<file path="src/rtl/cv32e40x_pkg.sv">
// Shared types for the eXtension result buffer: the packed result entry that
// travels from the coprocessor execution units to the XIF result channel.
package cv32e40x_pkg;

  localparam int X_ID_WIDTH  = 4;
  localparam int X_RFW_WIDTH = 32;

  typedef struct packed {
    logic [X_ID_WIDTH-1:0]  id;
    logic [X_RFW_WIDTH-1:0] data;
    logic [4:0]             rd;
    logic                   we;
    logic                   exc;
    logic [5:0]             exccode;
  } xif_result_entry_t;

endpackage

</file>
<file path="src/rtl/cv32e40x_xif_result_buffer_if.sv">
// Push side (from the execution units) and XIF result side (to the core) of
// the result buffer. "master" is the buffer's own view.
interface cv32e40x_xif_result_buffer_if #(
  parameter int X_ID_WIDTH  = cv32e40x_pkg::X_ID_WIDTH,
  parameter int X_RFW_WIDTH = cv32e40x_pkg::X_RFW_WIDTH
);

  logic                   push_valid_i;
  logic                   push_ready_o;
  logic [X_ID_WIDTH-1:0]  push_id_i;
  logic [X_RFW_WIDTH-1:0] push_data_i;
  logic [4:0]             push_rd_i;
  logic                   push_we_i;
  logic                   push_exc_i;
  logic [5:0]             push_exccode_i;

  logic                   result_valid_o;
  logic                   result_ready_i;
  logic [X_ID_WIDTH-1:0]  result_id_o;
  logic [X_RFW_WIDTH-1:0] result_data_o;
  logic [4:0]             result_rd_o;
  logic                   result_we_o;
  logic                   result_exc_o;
  logic [5:0]             result_exccode_o;

  modport master (
    input  push_valid_i, push_id_i, push_data_i, push_rd_i, push_we_i,
           push_exc_i, push_exccode_i, result_ready_i,
    output push_ready_o, result_valid_o, result_id_o, result_data_o,
           result_rd_o, result_we_o, result_exc_o, result_exccode_o
  );

  modport slave (
    output push_valid_i, push_id_i, push_data_i, push_rd_i, push_we_i,
           push_exc_i, push_exccode_i, result_ready_i,
    input  push_ready_o, result_valid_o, result_id_o, result_data_o,
           result_rd_o, result_we_o, result_exc_o, result_exccode_o
  );

endinterface

</file>
<file path="src/rtl/cv32e40x_xif_result_fifo_ptr.sv">
// Read/write pointers with a wrap bit, plus full/empty/count derived from them.
module cv32e40x_xif_result_fifo_ptr #(
  parameter int DEPTH = 4
) (
  input  logic                     clk,
  input  logic                     rst,
  input  logic                     flush_i,
  input  logic                     push_i,
  input  logic                     pop_i,
  output logic [$clog2(DEPTH)-1:0] wr_idx_o,
  output logic [$clog2(DEPTH)-1:0] rd_idx_o,
  output logic                     full_o,
  output logic                     empty_o,
  output logic [$clog2(DEPTH):0]   count_o
);

  localparam int AW = $clog2(DEPTH);
  localparam logic [AW:0] PTR_ONE = (AW+1)'(1);

  logic [AW:0] wr_ptr_q, wr_ptr_d;
  logic [AW:0] rd_ptr_q, rd_ptr_d;

  // NOTE: every variable gets a default at the top of always_comb so no
  // path through the block leaves it unassigned (which would infer a latch).
  always_comb begin
    wr_ptr_d = wr_ptr_q;
    rd_ptr_d = rd_ptr_q;
    if (flush_i) begin
      wr_ptr_d = '0;
      rd_ptr_d = '0;
    end else begin
      if (push_i) wr_ptr_d = wr_ptr_q + PTR_ONE;
      if (pop_i)  rd_ptr_d = rd_ptr_q + PTR_ONE;
    end
  end

  // NOTE: state registers use non-blocking assignments so all flops update
  // together at the edge regardless of statement order.
  always_ff @(posedge clk or posedge rst) begin
    if (rst) begin
      wr_ptr_q <= '0;
      rd_ptr_q <= '0;
    end else begin
      wr_ptr_q <= wr_ptr_d;
      rd_ptr_q <= rd_ptr_d;
    end
  end

  assign wr_idx_o = wr_ptr_q[AW-1:0];
  assign rd_idx_o = rd_ptr_q[AW-1:0];
  assign empty_o  = (wr_ptr_q == rd_ptr_q);
  assign full_o   = (wr_ptr_q[AW-1:0] == rd_ptr_q[AW-1:0]) && (wr_ptr_q[AW] != rd_ptr_q[AW]);
  assign count_o  = wr_ptr_q - rd_ptr_q;

endmodule

</file>
<file path="src/rtl/cv32e40x_xif_result_buffer.sv">
// In-order result FIFO feeding the XIF result channel. Define
// CV32E40X_XIF_RESULT_BYPASS_EN to let a push reach an empty channel in the same cycle.
module cv32e40x_xif_result_buffer
  import cv32e40x_pkg::*;
#(
  parameter int DEPTH = 4
) (
  input  logic                         clk,
  input  logic                         rst,
  input  logic                         flush_i,
  cv32e40x_xif_result_buffer_if.master xif,
  output logic [$clog2(DEPTH):0]       count_o
);

  localparam int AW = $clog2(DEPTH);

  xif_result_entry_t mem_q [DEPTH];
  xif_result_entry_t push_entry;
  xif_result_entry_t head;
  logic [AW-1:0]     wr_idx, rd_idx;
  logic              full, empty;
  logic              push_en, pop_en, bypass_pop, head_valid;

  assign push_entry = '{id:      xif.push_id_i,
                        data:    xif.push_data_i,
                        rd:      xif.push_rd_i,
                        we:      xif.push_we_i,
                        exc:     xif.push_exc_i,
                        exccode: xif.push_exccode_i};

`ifdef CV32E40X_XIF_RESULT_BYPASS_EN
  // An empty buffer hands an accepted push straight to the core; nothing is stored.
  assign bypass_pop = empty && xif.push_valid_i && xif.result_ready_i && !flush_i;
`else
  assign bypass_pop = 1'b0;
`endif

  assign push_en = xif.push_valid_i && !full && !flush_i && !bypass_pop;
  assign pop_en  = !empty && xif.result_ready_i && !flush_i;

  cv32e40x_xif_result_fifo_ptr #(.DEPTH(DEPTH)) u_ptr (
    .clk      (clk),
    .rst      (rst),
    .flush_i  (flush_i),
    .push_i   (push_en),
    .pop_i    (pop_en),
    .wr_idx_o (wr_idx),
    .rd_idx_o (rd_idx),
    .full_o   (full),
    .empty_o  (empty),
    .count_o  (count_o)
  );

  // NOTE: the storage array has no reset; the pointers alone decide which
  // entries are live, and empty slots never reach the outputs.
  always_ff @(posedge clk) begin
    if (push_en) mem_q[wr_idx] <= push_entry;
  end

  always_comb begin
    head       = '0;
    head_valid = 1'b0;
    if (!empty) begin
      head       = mem_q[rd_idx];
      head_valid = 1'b1;
    end
`ifdef CV32E40X_XIF_RESULT_BYPASS_EN
    else if (xif.push_valid_i && !flush_i) begin
      head       = push_entry;
      head_valid = 1'b1;
    end
`endif
  end

  assign xif.push_ready_o     = !full;
  assign xif.result_valid_o   = head_valid;
  assign xif.result_id_o      = head.id;
  assign xif.result_data_o    = head.data;
  assign xif.result_rd_o      = head.rd;
  assign xif.result_we_o      = head.we;
  assign xif.result_exc_o     = head.exc;
  assign xif.result_exccode_o = head.exccode;

`ifndef SYNTHESIS
  localparam logic [AW:0] DEPTH_CNT = (AW+1)'(DEPTH);

  logic              hold_q;
  xif_result_entry_t held_q;

  always_ff @(posedge clk or posedge rst) begin
    if (rst) begin
      hold_q <= 1'b0;
      held_q <= '0;
    end else begin
      hold_q <= head_valid && !xif.result_ready_i && !flush_i;
      held_q <= head;
    end
  end

  // Sampled before the edge updates state: hold_q describes the cycle before the one observed.
  always @(posedge clk) begin
    if (!rst) begin
      if (hold_q) begin
        assert (head_valid && (head == held_q))
          else $error("result channel changed while stalled");
      end
      assert (!(push_en && full))  else $error("push into a full buffer");
      assert (!(pop_en && empty))  else $error("pop from an empty buffer");
      assert (count_o <= DEPTH_CNT) else $error("count exceeds depth");
    end
  end
`endif

endmodule

</file>
<file path="src/flat_wrapper.sv">
// flat-port wrapper written by rule: the top's interface ports become plain ports
module cv32e40x_xif_result_buffer_flat import cv32e40x_pkg::*;
#(
  parameter int DEPTH = 4
)
  (clk, rst, flush_i, count_o, xif_push_valid_i, xif_push_id_i, xif_push_data_i, xif_push_rd_i, xif_push_we_i, xif_push_exc_i, xif_push_exccode_i, xif_result_ready_i, xif_push_ready_o, xif_result_valid_o, xif_result_id_o, xif_result_data_o, xif_result_rd_o, xif_result_we_o, xif_result_exc_o, xif_result_exccode_o);
  cv32e40x_xif_result_buffer_if xif_i ();
  input  logic clk;
  input  logic rst;
  input  logic flush_i;
  output logic [$clog2(DEPTH):0] count_o;
  input wire logic [$bits(xif_i.push_valid_i)-1:0] xif_push_valid_i;
  input wire logic [$bits(xif_i.push_id_i)-1:0] xif_push_id_i;
  input wire logic [$bits(xif_i.push_data_i)-1:0] xif_push_data_i;
  input wire logic [$bits(xif_i.push_rd_i)-1:0] xif_push_rd_i;
  input wire logic [$bits(xif_i.push_we_i)-1:0] xif_push_we_i;
  input wire logic [$bits(xif_i.push_exc_i)-1:0] xif_push_exc_i;
  input wire logic [$bits(xif_i.push_exccode_i)-1:0] xif_push_exccode_i;
  input wire logic [$bits(xif_i.result_ready_i)-1:0] xif_result_ready_i;
  output wire logic [$bits(xif_i.push_ready_o)-1:0] xif_push_ready_o;
  output wire logic [$bits(xif_i.result_valid_o)-1:0] xif_result_valid_o;
  output wire logic [$bits(xif_i.result_id_o)-1:0] xif_result_id_o;
  output wire logic [$bits(xif_i.result_data_o)-1:0] xif_result_data_o;
  output wire logic [$bits(xif_i.result_rd_o)-1:0] xif_result_rd_o;
  output wire logic [$bits(xif_i.result_we_o)-1:0] xif_result_we_o;
  output wire logic [$bits(xif_i.result_exc_o)-1:0] xif_result_exc_o;
  output wire logic [$bits(xif_i.result_exccode_o)-1:0] xif_result_exccode_o;
  assign xif_i.push_valid_i = xif_push_valid_i;
  assign xif_i.push_id_i = xif_push_id_i;
  assign xif_i.push_data_i = xif_push_data_i;
  assign xif_i.push_rd_i = xif_push_rd_i;
  assign xif_i.push_we_i = xif_push_we_i;
  assign xif_i.push_exc_i = xif_push_exc_i;
  assign xif_i.push_exccode_i = xif_push_exccode_i;
  assign xif_i.result_ready_i = xif_result_ready_i;
  assign xif_push_ready_o = xif_i.push_ready_o;
  assign xif_result_valid_o = xif_i.result_valid_o;
  assign xif_result_id_o = xif_i.result_id_o;
  assign xif_result_data_o = xif_i.result_data_o;
  assign xif_result_rd_o = xif_i.result_rd_o;
  assign xif_result_we_o = xif_i.result_we_o;
  assign xif_result_exc_o = xif_i.result_exc_o;
  assign xif_result_exccode_o = xif_i.result_exccode_o;
  cv32e40x_xif_result_buffer #(.DEPTH(DEPTH)) u_core (.clk(clk), .rst(rst), .flush_i(flush_i), .xif(xif_i), .count_o(count_o));
endmodule
</file>
<file path="config.mk">
export PLATFORM = sky130hd
export DESIGN_NAME = cv32e40x_xif_result_buffer_flat
export DESIGN_NICKNAME = d
export VERILOG_FILES = /design/src/rtl/cv32e40x_pkg.sv /design/src/rtl/cv32e40x_xif_result_buffer_if.sv /design/src/rtl/cv32e40x_xif_result_fifo_ptr.sv /design/src/rtl/cv32e40x_xif_result_buffer.sv /design/src/flat_wrapper.sv
export SDC_FILE = /design/constraint.sdc
export NUM_CORES = 1
export LEC_CHECK = 0
export CORE_ASPECT_RATIO = 0.5
export CORE_MARGIN = 5
export CORE_UTILIZATION = 58
export CTS_BUF_LIST = sky130_fd_sc_hd__clkbuf_8
export DETAILED_ROUTE_END_ITERATION = 7
export PLACE_DENSITY_LB_ADDON = 0.25
export SLEW_MARGIN = 20
export SYNTH_ARGS = -nofsm -noshare
export SYNTH_HDL_FRONTEND = slang
export SYNTH_SLANG_ARGS = --single-unit
</file>
<file path="constraint.sdc">
create_clock -name clk -period 7.5 [get_ports clk]
set_clock_uncertainty 0.05 [all_clocks]
set_input_delay 1.5 -clock clk [delete_from_list [all_inputs] [get_ports clk]]
set_output_delay 1.5 -clock clk [all_outputs]
set_load 0.02 [all_outputs]
</file>
======== Word-level counts from Yosys, hierarchy flattened ========
Memory sizes are Yosys's and may differ from the RTL's.
Index checks and enable logic that the tools add are counted.
storage, ports and cells
  RAM bits ................................ 196
  flip-flop bits (word level) ............. 6
  input port bits ......................... 54
  word-level logic and storage cells ...... 27
  memories kept ........................... 1
  output and inout bits ................... 54
cells by class
  mux-type cells .......................... 8
  reductions and logical operators ........ 10
  equality and inequality tests ........... 3
  $add $sub $neg .......................... 3
memories
  name          words  width  read ports  clocked after memory_dff  wr ports  line                              source
  u_core.mem_q  4      49     1           0                         1         cv32e40x_xif_result_buffer.sv:17  xif_result_entry_t mem_q [DEPTH];
operators with widths
  cell                 number
  $mux 49              1
  $mux 3               4
  $add 3x1->3 const B  2
  $logic_and 1x1->1    5
  $reduce_bool 2->1    2
  $eq 3x3->1           1
  $logic_not 1->1      3
  $mux 1               3
  $sub 3x3->3          1
  $eq 2x2->1           1
  $ne 1x1->1           1

======== Depth between registers and ports, before layout ========
  depth after elaboration ................. 7
  gate-level depth with buffers ........... 7
  depth with buffers taken out ............ 5

======== Hierarchy ========
From an unflattened synthesis, not the netlist that was laid out.
second synthesis, totals
  cell total of the unflattened synthesis .. 415
  area, all modules ....................... 7775.0 sq um
by module, submodules not included
  module                        instances  seq. area each (sq um)  area each (sq um)  cells each
  cv32e40x_xif_result_buffer    1          5885.6                  7377.1             376
  cv32e40x_xif_result_fifo_ptr  1          150.1                   397.9              39

======== Worst setup path before layout ========
No wires, ideal clock.
  path type ............................... input port to flip-flop
  start point ............................. input port xif_push_valid_i
  end point ............................... memory u_core.mem_q[3][0] in the netlist's numbering (enable)
  setup time .............................. 0.412 ns
  cell stages on the path ................. 3
  arrival time ............................ 3.051 ns
  slack ................................... 3.988 ns
  path buffers ............................ 1
  required time ........................... 7.038 ns
  cells stage by stage .................... buf_2 > nor2b_1 > and3_1
between the ends
  word-level cells in the longest chain between the ends .. 4
ends and longest elaborated chain
  what                             line                              source
  start, declared                  flat_wrapper.sv:12                input wire logic [$bits(xif_i.push_valid_i)-1:0] xif_push_valid_i;
  $logic_and 1x1->1 (2 in series)  cv32e40x_xif_result_buffer.sv:38  assign push_en = xif.push_valid_i && !full && !flush_i && !bypass_pop;
  $mux 1                           cv32e40x_xif_result_buffer.sv:57  if (push_en) mem_q[wr_idx] <= push_entry;
  $mux 1 (not written as such)     cv32e40x_xif_result_buffer.sv:57
  end, declared                    cv32e40x_xif_result_buffer.sv:17
No other way between the ends.

======== Worst setup path after layout ========
  start point ............................. register u_core.u_ptr.rd_ptr_q[1]
  end point ............................... output port xif_result_data_o[5]
between the ends
  word-level cells in the longest chain between the ends .. 2
  elaborated cells on any way between the ends .. 3
  classes of those cells .................. eq/ne (1); mux (1); memory (1)
ends and longest elaborated chain
  what                                        line                                source
  start, declared                             cv32e40x_xif_result_fifo_ptr.sv:21  logic [AW:0] rd_ptr_q, rd_ptr_d;
  start signal, assigned                      cv32e40x_xif_result_fifo_ptr.sv:45  rd_ptr_q <= rd_ptr_d;
  $mem_v2 4x49 or $eq 3x3->1 (tied branches)  n/a
  $mux 49 (*)                                 cv32e40x_xif_result_buffer.sv:63    if (!empty) begin
  end, declared                               flat_wrapper.sv:23                  output wire logic [$bits(xif_i.result_data_o)-1:0] xif_result_data_o;
Every way passes the cells marked *; elsewhere a longest branch is shown, timed or not.

==> impl_metrics.yaml <==
timing:
  slew_headroom_pct: 48.1
  setup_ws_ns: 2.58
  finalHoldViolations: 0
  setup_violations: 0
  report.final.slew_viol_count: 0
  worst_hold_slack_ns: 0.576
  setup_tns_ns: 0
  fmax_mhz: 203
  min_period_ns: 4.92
  worst_pin_slew_ns: 0.778
  rsz0062_at_grt: "false"
  fin_crit_sh_pct: 65.6
critical_path:
  cp-start-kind: "register"
  worst-setup-path-type: "register to output port"
  critPathLaunch: "u_core.u_ptr.rd_ptr_q[1]"
  critPathRequiredTime_ns: 5.95
  r2r_start: "u_core.u_ptr.rd_ptr_q[1]"
  path_max_fanout: 53
  crit_arrival_ns: 3.37
  end_kind: "output port"
  worstRegToRegCells: 7
routing:
  wire_per_inst_um: 20.0
  dr_wl_met2_um: 7070
  dr_total_vias: 3922
  postRouteAntennaNets: 0
  wl_met1_um: 6150
  dr.pass1.iters: 5
  vias_per_cell: 5.54
  drt_wl_total_um: 14200
  top_layer: "met4"
  drc: 0
  drt_iter0_drc: 298
  wl_met3_um: 706
synthesis:
  netlist_area_mm2: 0.00801
  synth_top_area_share_pct: 73.5
  ys_types: 32
  yosysWarnings: 0
  syn-mean-instance-area_um2: 21.2
  yosysSeqAreaShare_pct: 75.4
  synthCells: 378
  syn-num-nets: 440
  yosysTopAreaCell: "edfxtp_1"
  ys_seq_elements: 202
  synth_area_leaders: "edfxtp_1, mux4_2, nor2b_1"
clock_network:
  cts_resized: 0
  clock_latency_ns: 0.52
  cts_num_sinks: 202
  clkTransAtPathRegs_ns: 0.06
  cts.path.max_buffers: 3
  post_cts_buffers: 0
  cts_tree: "done"
  numCtsBuffers: 27
  cts_hold_buf: 0
  cts_max_level: 1
  cts_root_buf: "clkbuf_8"
place:
  place_ws_ns: 3.10
  gp_congestion: 0.767
  postPlaceCellArea_mm2: 0.00925
  numPortBuffers: 107
  dp_hpwl_um: 8440
grt:
  grt_max_degree: 54
  overflow: 0
  track_usage_pct: 18.0
  grt_pass1_wl_um: 22700
  grt_pass1_vias: 4164
  grt_antenna_before_repair: 0
job:
  max-cap-violations: 0
status:
  status: "complete, no violations"
die:
  num_io_pins: 108
  fp-row-count: 30
  start_util_pct: 59.1
  core-area_mm2: 0.0136
  die_area_mm2: 0.0164
  die_w_um: 176
  die_h_um: 93.1
power_and_ir_drop:
  p_switching_mw: 1.38
  p_int_mw: 2.57
  ir_drop_mv: 0.220
  seqPwrFrac_pct: 35.9
  power.leakage_nw: 3.13
  power_mw: 3.95
  power_frac_clock_pct: 18.1
  power.density_mw_per_mm2: 407
  p_sw_share_pct: 34.9
  power.share.combinational_pct: 46.0
min_path:
  min_path_cells: 2
  hp-start: "u_core.u_ptr.wr_ptr_q[2]"
  hold_class: "register to register"
cells_and_area:
  drive_above_1_share_pct: 18.2
  final_area_mm2: 0.00970
  num-nets-final: 562
  diodes: 0
  area_growth_pct: 21.1
==> placed cells by master (no fill, tap or decap), types with 2 or more instances in the layout <==
master	count
nand3b_1	2
ha_1	7
clkbuf_8	28
mux4_2	49
and3_2	3
clkdlybuf4s50_1	107
nor2b_1	51
buf_4	6
nand4b_1	4
nand2_1	4
or3_1	2
edfxtp_1	196
nor3b_1	2
a31oi_1	5
nand4_1	2
nor2_1	2
inv_1	22
dfrtp_1	4
nand3_1	3
or4_1	2
==> synthesized netlist by cell type <==
library cell and count:
nor3b_1 2, xnor2_2 1, nor2b_1 51, mux4_2 49, mux2_2 1, or3_1 2
edfxtp_1 196, a31oi_1 5, nor2_1 2, ha_1 7, or3b_2 1, nand4_1 2
o311ai_0 1, or4_1 2, dfrtp_1 6, inv_1 7, o211ai_1 1, xnor2_1 1
nand3b_1 2, fa_1 1, buf_4 1, and3_4 1, or2_1 1, buf_6 5
and3_1 3, clkbuf_1 3, nand4b_1 4, buf_2 11, and4b_1 1, nor3_1 1
nand2_1 4, nand3_1 3
==> worst max-delay path: stages (launching register included) <==
cell,delay [ns]
dfrtp_2,0.34
buf_4,0.61
inv_1,0.13
ha_1,0.40
and3_4,0.60
nor2b_1,0.16
clkdlybuf4s50_1,0.58
==> metrics by stage <==
step | cells | utilization [%]
2_1_floorplan | 378 | -
3_3_place_gp | 663 | 68.2
3_5_place_dp | 663 | 68.2
4_1_cts | 708 | 71.6
5_1_grt | 708 | 71.6
6_report | 708 | 71.6
==> flip-flops by register name (all words and copies together) (netlist names) <==
name                   count
u_core.u_ptr.wr_ptr_q      3
u_core.mem_q             196
u_core.u_ptr.rd_ptr_q      3
==> logic make-up (layout without fill, tap and decap cells) <==
kind of cell               after synthesis  after routing  share of synthesized area [%]
muxes                                   50             50                           13.9
DFF                                    202            202                           75.4
buffers and inverters                   27            165                           1.95
AOI/OAI and AO/OA                        7              7                          0.594
and+or+nand+nor                         82             82                           6.51
xor gates and xnor gates                 2              2                          0.313
adders and majority gates                8              8                           1.34
==> final cells by class <==
class,instances,area [um2]
clock inverter,17,71.3
inverter,7,26.3
sequential,202,6040
timing repair buffer,113,1120
multi-input combinational,149,1820
clock buffer,28,385
fill,849,3850
tap,192,240
==> power by group through the flow <==
stage	Combinational [mW]	Clock, mW	Sequential (mW)
final	1.82	0.714	1.42
after global routing	1.95	0.798	1.43
after CTS	1.85	0.740	1.42
after detailed placement	1.84	0	1.44
after global placement	1.83	0	1.44
after floorplan	1.15	0	1.40
==> layer usage <==
metal	vias up	global-route usage, %
li1	1774	-
met1	2015	24.4
met2	113	30.0
met3	20	4.24
met4	0	4.93
met5	-	0
==> worst paths after layout <==
check,end,slack [ns]
max,xif_result_data_o[5],2.58
min,u_core.u_ptr.wr_ptr_q[2],0.58
max reg2reg,u_core.mem_q[0][23],3.93
min reg2reg,u_core.u_ptr.wr_ptr_q[2],0.58
max in group asynchronous,u_core.u_ptr.rd_ptr_q[0],6.03
min in group asynchronous,u_core.u_ptr.rd_ptr_q[0],1.14
(Power assumes the default switching activity.)
